$ cat src/rtl/sd_pkg.sv
// Shared types and the default SD SPI-mode init command table for the init sequencer.
package sd_pkg;

  typedef struct packed {
    logic [5:0]  cmd;
    logic [31:0] arg;
    logic [6:0]  crc;
    logic [7:0]  nresp;
    logic [7:0]  mask;
    logic [7:0]  exp_r1;
    logic        retry_en;
  } step_t;

  localparam logic [7:0] R1_IDLE  = 8'h01;
  localparam logic [7:0] R1_READY = 8'h00;

  typedef enum logic [2:0] {
    ST_IDLE,
    ST_SETUP,
    ST_START,
    ST_WAIT,
    ST_CHECK,
    ST_GAP,
    ST_DONE,
    ST_ERROR
  } seq_state_t;

  // CMD0 reset, CMD8 interface condition (R7), then CMD55/ACMD41 polled until the card leaves idle.
  function automatic step_t sd_step_entry(input int unsigned idx);
    step_t e;
    e = '0;
    case (idx)
      0: e = '{cmd: 6'd0,  arg: 32'h0000_0000, crc: 7'h4A, nresp: 8'd1,
               mask: 8'hFF, exp_r1: R1_IDLE,  retry_en: 1'b0};
      1: e = '{cmd: 6'd8,  arg: 32'h0000_01AA, crc: 7'h43, nresp: 8'd5,
               mask: 8'hFF, exp_r1: R1_IDLE,  retry_en: 1'b0};
      2: e = '{cmd: 6'd55, arg: 32'h0000_0000, crc: 7'h32, nresp: 8'd1,
               mask: 8'hFF, exp_r1: R1_IDLE,  retry_en: 1'b1};
      3: e = '{cmd: 6'd41, arg: 32'h4000_0000, crc: 7'h3B, nresp: 8'd1,
               mask: 8'hFF, exp_r1: R1_READY, retry_en: 1'b1};
      default: e = '0;
    endcase
    return e;
  endfunction

endpackage

$ cat src/rtl/sd_seq_timer.sv
// Down-counting interval timer shared by the SETUP, WAIT and GAP phases.
module sd_seq_timer #(
  parameter int unsigned W = 12
) (
  input  logic         clk,
  input  logic         rst_n,
  input  logic         load,
  input  logic [W-1:0] load_val,
  output logic         expired
);

  logic [W-1:0] cnt_q, cnt_d;

  always_comb begin
    cnt_d = cnt_q;
    if (load) begin
      cnt_d = load_val;
    end else if (cnt_q != '0) begin
      cnt_d = cnt_q - 1'b1;
    end
  end

  always_ff @(posedge clk) begin
    if (!rst_n) begin
      cnt_q <= '0;
    end else begin
      cnt_q <= cnt_d;
    end
  end

  assign expired = (cnt_q == '0);

endmodule

$ cat src/rtl/sd_init_sequencer.sv
// Steps through the SD command table, captures responses, retries or aborts per entry.
module sd_init_sequencer
  import sd_pkg::*;
#(
  parameter int unsigned NUM_STEPS      = 4,
  parameter int unsigned RESP_BYTES     = 5,
  parameter int unsigned MAX_RETRIES    = 255,
  parameter int unsigned TIMEOUT_CYCLES = 4095,
  parameter int unsigned SETUP_CYCLES   = 5,
  parameter int unsigned GAP_CYCLES     = 8
) (
  input  logic                              clk,
  input  logic                              rst_n,
  input  logic                              go,
  output logic [5:0]                        sd_cmd,
  output logic [31:0]                       sd_arg,
  output logic [6:0]                        sd_crc,
  output logic [$clog2(RESP_BYTES+1)-1:0]   sd_nresp,
  output logic                              sd_start,
  input  logic                              sd_done,
  input  logic                              rx_valid,
  input  logic [7:0]                        rx_data,
  output logic                              ss,
  output logic                              busy,
  output logic                              init_done,
  output logic                              error,
  output logic [$clog2(NUM_STEPS)-1:0]      err_step,
  output logic [7:0]                        last_r1,
  output logic [8*RESP_BYTES-1:0]           resp,
  output logic [5:0]                        status_led
);

  localparam int unsigned RW   = $clog2(RESP_BYTES + 1);
  localparam int unsigned SW   = $clog2(NUM_STEPS);
  localparam int unsigned CW   = $clog2(MAX_RETRIES + 1);
  localparam int unsigned TMAX = (TIMEOUT_CYCLES > SETUP_CYCLES)
                               ? ((TIMEOUT_CYCLES > GAP_CYCLES) ? TIMEOUT_CYCLES : GAP_CYCLES)
                               : ((SETUP_CYCLES > GAP_CYCLES) ? SETUP_CYCLES : GAP_CYCLES);
  localparam int unsigned TW   = $clog2(TMAX + 1);

  localparam logic [SW-1:0] LAST_STEP = SW'(NUM_STEPS - 1);
  localparam logic [RW-1:0] RESP_MAX  = RW'(RESP_BYTES);
  localparam logic [CW-1:0] RETRY_MAX = CW'(MAX_RETRIES);

  seq_state_t                state_q, state_d;
  logic [SW-1:0]             step_q, step_d;
  logic [SW-1:0]             err_step_q, err_step_d;
  logic [CW-1:0]             retries_q, retries_d;
  logic [RW-1:0]             byte_cnt_q, byte_cnt_d;
  logic [8*RESP_BYTES-1:0]   resp_q, resp_d;
  logic [7:0]                last_r1_q, last_r1_d;

  logic          tmr_load;
  logic [TW-1:0] tmr_val;
  logic          tmr_expired;
  logic          do_fail;
  logic          pass_chk;
  logic          can_retry;
  logic          in_cmd;
  step_t         cur;

  sd_seq_timer #(.W(TW)) u_timer (
    .clk      (clk),
    .rst_n    (rst_n),
    .load     (tmr_load),
    .load_val (tmr_val),
    .expired  (tmr_expired)
  );

  assign cur       = sd_step_entry(32'(step_q));
  assign pass_chk  = (cur.nresp == 8'd0) || ((last_r1_q & cur.mask) == cur.exp_r1);
  assign can_retry = cur.retry_en && (retries_q < RETRY_MAX);
  assign in_cmd    = (state_q == ST_SETUP) || (state_q == ST_START) ||
                     (state_q == ST_WAIT)  || (state_q == ST_CHECK);

  always_comb begin
    state_d    = state_q;
    step_d     = step_q;
    err_step_d = err_step_q;
    retries_d  = retries_q;
    byte_cnt_d = byte_cnt_q;
    resp_d     = resp_q;
    last_r1_d  = last_r1_q;
    tmr_load   = 1'b0;
    tmr_val    = '0;
    do_fail    = 1'b0;

    case (state_q)
      ST_IDLE, ST_DONE, ST_ERROR: begin
        if (go) begin
          step_d     = '0;
          retries_d  = '0;
          byte_cnt_d = '0;
          resp_d     = '0;
          last_r1_d  = 8'hFF;
          tmr_load   = 1'b1;
          tmr_val    = TW'(SETUP_CYCLES - 1);
          state_d    = ST_SETUP;
        end
      end
      ST_SETUP: begin
        if (tmr_expired) state_d = ST_START;
      end
      ST_START: begin
        tmr_load = 1'b1;
        tmr_val  = TW'(TIMEOUT_CYCLES - 1);
        state_d  = ST_WAIT;
      end
      ST_WAIT: begin
        if (rx_valid && (byte_cnt_q < RESP_MAX)) begin
          for (int unsigned i = 0; i < RESP_BYTES; i++) begin
            if (byte_cnt_q == RW'(i)) resp_d[i*8 +: 8] = rx_data;
          end
          if (byte_cnt_q == '0) last_r1_d = rx_data;
          byte_cnt_d = byte_cnt_q + 1'b1;
        end
        if (sd_done) begin
          state_d = ST_CHECK;
        end else if (tmr_expired) begin
          do_fail = 1'b1;
        end
      end
      ST_CHECK: begin
        if (pass_chk) begin
          if (step_q == LAST_STEP) begin
            state_d = ST_DONE;
          end else begin
            step_d     = step_q + 1'b1;
            retries_d  = '0;
            byte_cnt_d = '0;
            tmr_load   = 1'b1;
            tmr_val    = TW'(GAP_CYCLES - 1);
            state_d    = ST_GAP;
          end
        end else begin
          do_fail = 1'b1;
        end
      end
      ST_GAP: begin
        if (tmr_expired) begin
          tmr_load = 1'b1;
          tmr_val  = TW'(SETUP_CYCLES - 1);
          state_d  = ST_SETUP;
        end
      end
      default: state_d = ST_IDLE;
    endcase

    // WAIT timeout and CHECK mismatch share one retry/abort decision, taken straight from either state.
    if (do_fail) begin
      if (can_retry) begin
        retries_d  = retries_q + 1'b1;
        byte_cnt_d = '0;
        tmr_load   = 1'b1;
        tmr_val    = TW'(GAP_CYCLES - 1);
        state_d    = ST_GAP;
      end else begin
        err_step_d = step_q;
        state_d    = ST_ERROR;
      end
    end
  end

  always_ff @(posedge clk) begin
    if (!rst_n) begin
      state_q    <= ST_IDLE;
      step_q     <= '0;
      err_step_q <= '0;
      retries_q  <= '0;
      byte_cnt_q <= '0;
      resp_q     <= '0;
      last_r1_q  <= 8'hFF;
    end else begin
      state_q    <= state_d;
      step_q     <= step_d;
      err_step_q <= err_step_d;
      retries_q  <= retries_d;
      byte_cnt_q <= byte_cnt_d;
      resp_q     <= resp_d;
      last_r1_q  <= last_r1_d;
    end
  end

  assign sd_cmd     = in_cmd ? cur.cmd : '0;
  assign sd_arg     = in_cmd ? cur.arg : '0;
  assign sd_crc     = in_cmd ? cur.crc : '0;
  assign sd_nresp   = in_cmd ? RW'(cur.nresp) : '0;
  assign sd_start   = (state_q == ST_START);
  assign ss         = !in_cmd;
  assign busy       = in_cmd || (state_q == ST_GAP);
  assign init_done  = (state_q == ST_DONE);
  assign error      = (state_q == ST_ERROR);
  assign err_step   = err_step_q;
  assign last_r1    = last_r1_q;
  assign resp       = resp_q;
  assign status_led = {error, init_done, busy, 3'(step_q)};

endmodule

$ cat config.mk
export PLATFORM = sky130hd
export DESIGN_NAME = sd_init_sequencer
export DESIGN_NICKNAME = d
export VERILOG_FILES = /design/src/rtl/sd_pkg.sv /design/src/rtl/sd_seq_timer.sv /design/src/rtl/sd_init_sequencer.sv
export SDC_FILE = /design/constraint.sdc
export NUM_CORES = 1
export LEC_CHECK = 0
export ABC_AREA = 1
export CAP_MARGIN = 10
export CORE_ASPECT_RATIO = 0.8
export CORE_MARGIN = 2
export CORE_UTILIZATION = 40
export CTS_BUF_LIST = sky130_fd_sc_hd__clkbuf_8
export CTS_CLUSTER_DIAMETER = 50
export DETAILED_ROUTE_END_ITERATION = 7
export GPL_ROUTABILITY_DRIVEN = 0
export PLACE_DENSITY = 0.77
export SYNTH_ARGS = -nofsm -noshare
export SYNTH_HDL_FRONTEND = slang
export SYNTH_SLANG_ARGS = --single-unit
export TNS_END_PERCENT = 100
$ cat constraint.sdc
create_clock -name clk -period 2 [get_ports clk]
set_input_delay 0.4 -clock clk [delete_from_list [all_inputs] [get_ports clk]]
set_output_delay 0.4 -clock clk [all_outputs]
set_load 0.1 [all_outputs]
==> impl_metrics.prom <==
# TYPE chip_impl_metric gauge
chip_impl_info{name="r2r-end",value="retries_q[2]"} 1
chip_impl_metric{name="ant_nets",unit=""} 0
chip_impl_metric{name="timing.reg2reg.worst_path_depth",unit=""} 10
chip_impl_info{name="worstSetupPathType",value="register to output pin"} 1
chip_impl_metric{name="insertedDiodeCount",unit=""} 0
chip_impl_metric{name="cts-root-to-sink-buffers",unit=""} 2
chip_impl_metric{name="clkLatencyLatePin",unit="ns"} 0.36
chip_impl_metric{name="cts_hold_buffers",unit=""} 0
chip_impl_metric{name="timing.critical_path.depth",unit=""} 7
chip_impl_metric{name="totalWireLength",unit="um"} 11200
chip_impl_metric{name="io_buffer_count",unit=""} 92
chip_impl_metric{name="reg2reg_slack",unit="ns"} 0.14
chip_impl_metric{name="synth.top_cell.area_share",unit="%"} 36.4
chip_impl_info{name="mostFrequentLayoutCell",value="sky130_fd_sc_hd__nand2_1"} 1
chip_impl_metric{name="detailroute.via_count",unit=""} 4068
chip_impl_metric{name="synth_area",unit="um2"} 4290
chip_impl_info{name="min_delay_worst_type",value="register to register"} 1
chip_impl_metric{name="ys_ff_latch",unit=""} 78
chip_impl_metric{name="placementRows",unit=""} 33
chip_impl_metric{name="grt_total_ovfl",unit=""} 0
chip_impl_metric{name="synth-warning-count",unit=""} 0
chip_impl_metric{name="synth_area_per_cell",unit="um2"} 7.24
chip_impl_metric{name="cts.sinks",unit=""} 78
chip_impl_metric{name="maxcap_violations",unit=""} 0
chip_impl_metric{name="core-area",unit="um2"} 10400
chip_impl_info{name="slowest_stage",value="sky130_fd_sc_hd__dfxtp_4"} 1
chip_impl_metric{name="fp.dieArea",unit="um2"} 11600
chip_impl_info{name="rsz_0062_raised_after_global_routing",value="true"} 1
chip_impl_info{name="path_delay_family",value="compound AO/OA/AOI/OAI gates"} 1
chip_impl_info{name="run_status",value="finished with violations"} 1
chip_impl_metric{name="maxClockFrequency",unit="GHz"} 0.469
chip_impl_info{name="crit_chain",value="nand2_4 -> o21ai_4 -> nor2_4 -> nand2_4 -> inv_12 -> a211oi_4 -> buf_12"} 1
chip_impl_metric{name="grt_pass1_vias",unit=""} 3959
chip_impl_metric{name="nets",unit=""} 714
chip_impl_metric{name="worst_pin_slew",unit="ns"} 0.634
chip_impl_info{name="cp-startpoint",value="state_q[0]"} 1
chip_impl_metric{name="place.detailed.hpwl",unit="um"} 7990
chip_impl_metric{name="timing.critical_path.fanout_max",unit=""} 8
chip_impl_metric{name="worst-path-buf-inv",unit=""} 2
chip_impl_metric{name="seq_area_frac_synth",unit="%"} 36.4
chip_impl_info{name="critical_path_start_type",value="register"} 1
chip_impl_metric{name="die_height",unit="um"} 96.7
chip_impl_metric{name="final_period_minus_worst_setup_slack",unit="ns"} 2.13
chip_impl_metric{name="critPathArrivalTime",unit="ns"} 1.73
chip_impl_metric{name="number_of_buffers_created_by_cts",unit=""} 9
chip_impl_metric{name="global_route_wire_length_before_repair",unit="um"} 18500
chip_impl_info{name="cts_tree",value="done"} 1
chip_impl_metric{name="post-route-drc-count",unit=""} 0
chip_impl_metric{name="grt_antenna_before_repair",unit=""} 0
chip_impl_info{name="violations",value="negative setup slack"} 1
chip_impl_metric{name="timing.clock.skew",unit="ns"} 0.00734
chip_impl_metric{name="fillerInstances",unit=""} 898
chip_impl_metric{name="hold_violations",unit=""} 0
chip_impl_metric{name="htreeDepth",unit=""} 3
chip_impl_metric{name="synthDistinctLibCells",unit=""} 35
chip_impl_metric{name="start_util",unit="%"} 41.4
chip_impl_metric{name="cp_data_required_time",unit="ns"} 1.60
chip_impl_info{name="netlist.top_cell.by_area",value="sky130_fd_sc_hd__dfxtp_1"} 1
chip_impl_metric{name="firstDrtPassIters",unit=""} 4
chip_impl_metric{name="syn-instance-count",unit=""} 593
chip_impl_info{name="clockRootBuffer",value="sky130_fd_sc_hd__clkbuf_8"} 1
chip_impl_metric{name="area_growth_syn_to_layout",unit="%"} 36.4
chip_impl_info{name="endpoint_kind",value="output pin"} 1
chip_impl_metric{name="max_stage_delay",unit="ns"} 0.42
chip_impl_info{name="timing.rr.start",value="step_q[0]"} 1
chip_impl_info{name="hold_path_startpoint",value="retries_q[3]"} 1
chip_impl_metric{name="grt_max_degree",unit=""} 61
chip_impl_info{name="cp_common_cell",value="sky130_fd_sc_hd__nand2_4"} 1
chip_impl_info{name="synth.top_cells.by_area",value="sky130_fd_sc_hd__dfxtp_1 36%, sky130_fd_sc_hd__buf_4 8.6%, sky130_fd_sc_hd__nand2_1 8.6%"} 1
chip_impl_metric{name="drt_iter0_drc",unit=""} 191
chip_impl_metric{name="boundaryPins",unit=""} 122
chip_impl_info{name="worst_setup_path_endpoint",value="sd_crc[0]"} 1
chip_impl_metric{name="worst_slack",unit="ns"} -0.130
chip_impl_metric{name="clk_transition_reported_paths",unit="ns"} 0.09
chip_impl_metric{name="max_slew_margin",unit="%"} 57.7
chip_impl_metric{name="layout-drive-gt1-share",unit="%"} 29.3
chip_impl_metric{name="die_width",unit="um"} 120
chip_impl_metric{name="finalSetupViolations",unit=""} 19
chip_impl_metric{name="pre_cts_ws",unit="ns"} 0.0647
chip_impl_info{name="most-common-layout-cells",value="97 x sky130_fd_sc_hd__nand2_1, 74 x sky130_fd_sc_hd__buf_4, 70 x sky130_fd_sc_hd__dfxtp_1"} 1
chip_impl_metric{name="grt.total_usage",unit="%"} 19.3
chip_impl_metric{name="routedWlPerCell",unit="um"} 13.4
chip_impl_metric{name="vias_per_cell",unit=""} 4.88
chip_impl_metric{name="timing.final.max_slew_violations",unit=""} 0
chip_impl_metric{name="finalCritPeriodShare",unit="%"} 107
[how the worst min path moves through the flow]
| stage | to | cells after the start |
|---|---|---|
| final | retries_q[3] | 2 |
| after detailed placement | retries_q[3] | 2 |
| after global routing | last_r1[7] | 3 |
| after floorplan | retries_q[0] | 1 |
| after global placement | retries_q[3] | 2 |
| after CTS | retries_q[3] | 2 |
[repair_timing]
item	4_1_cts	5_1_grt
gates cloned	0	1
resized for setup	14	16
pin swaps	7	5
buffers inserted	11	6
endpoints found under the setup margin	19	42
endpoints found under the hold margin	0	0
[per-stage QoR]
stage          TNS (ns)  instances  util [%]  cell area (um2)  hold slack, ns
2_1_floorplan     -4.22        621         -             4610           0.449
3_3_place_gp          0        799      51.9             5380           0.461
3_5_place_dp          0        799      51.9             5380           0.474
4_1_cts           -1.32        826      55.3             5730           0.486
5_1_grt           -2.86        833      56.5             5850           0.508
6_report          -1.44        833      56.5             5850           0.483
[worst reg2reg max path, cell delays in order, from the launching register on]
cell                      delay (ns)
sky130_fd_sc_hd__dfxtp_4        0.38
sky130_fd_sc_hd__ha_2           0.23
sky130_fd_sc_hd__inv_1          0.08
sky130_fd_sc_hd__nand2_1        0.05
sky130_fd_sc_hd__nand2_1        0.06
sky130_fd_sc_hd__nand3_1        0.14
sky130_fd_sc_hd__o21ai_0        0.30
sky130_fd_sc_hd__nand3_2        0.17
sky130_fd_sc_hd__buf_4          0.21
sky130_fd_sc_hd__nand3_2        0.07
sky130_fd_sc_hd__a21oi_2        0.05
[per-layer routing]
layer	track usage (%)	part of all wire, %	vias up
met2	31.0	46	153
met1	24.0	43	1854
met3	6.84	9.0	19
met4	6.61	1.8	0
met5	0	0	-
li1	-	-	2042
[cell usage after synthesis, drive strengths merged]
cell type  number
nand3b          2
clkbuf          8
nor2           82
ha             13
a211oi          1
clkinv          1
or2             2
nor3            8
o211ai          7
inv            59
nand4          12
buf            57
nand3          20
xnor2           2
and3            1
xor2            5
conb            1
o21ai          72
a21oi          55
nand2         107
dfxtp          78
[state kept, by name, summed over array words and instances, names as in the netlist]
name	cells
byte_cnt_q	3
step_q	2
retries_q	8
u_timer.cnt_q	12
state_q	3
err_step	2
last_r1	8
resp	40
[area by class of cell]
| cell class | instances | area (um2) | area share (%) |
|---|---|---|---|
| clock buffer | 9 | 124 | 2.12 |
| clock inverter | 7 | 81.3 | 1.39 |
| inverter | 60 | 255 | 4.36 |
| multi-input combinational | 419 | 2300 | 39.3 |
| sequential | 78 | 1580 | 27.1 |
| tap | 140 | 175 | 2.99 |
| timing repair buffer | 120 | 1330 | 22.8 |
[cells by family (layout without fill, tap and decap cells)]
| group | Yosys count | count (layout) | share of synthesized area (%) |
|---|---|---|---|
| buf+inv | 125 | 196 | 16.3 |
| fa+ha+maj | 13 | 13 | 3.79 |
| xor+xnor | 7 | 7 | 1.43 |
| compound gates | 135 | 135 | 17.0 |
| flops | 78 | 78 | 36.4 |
| simple gates | 234 | 235 | 25.1 |
| other cells | 1 | 29 | 0.0874 |
Power is not shown: default switching activity piles up to over one toggle a cycle in this logic, so the estimate is an artifact.
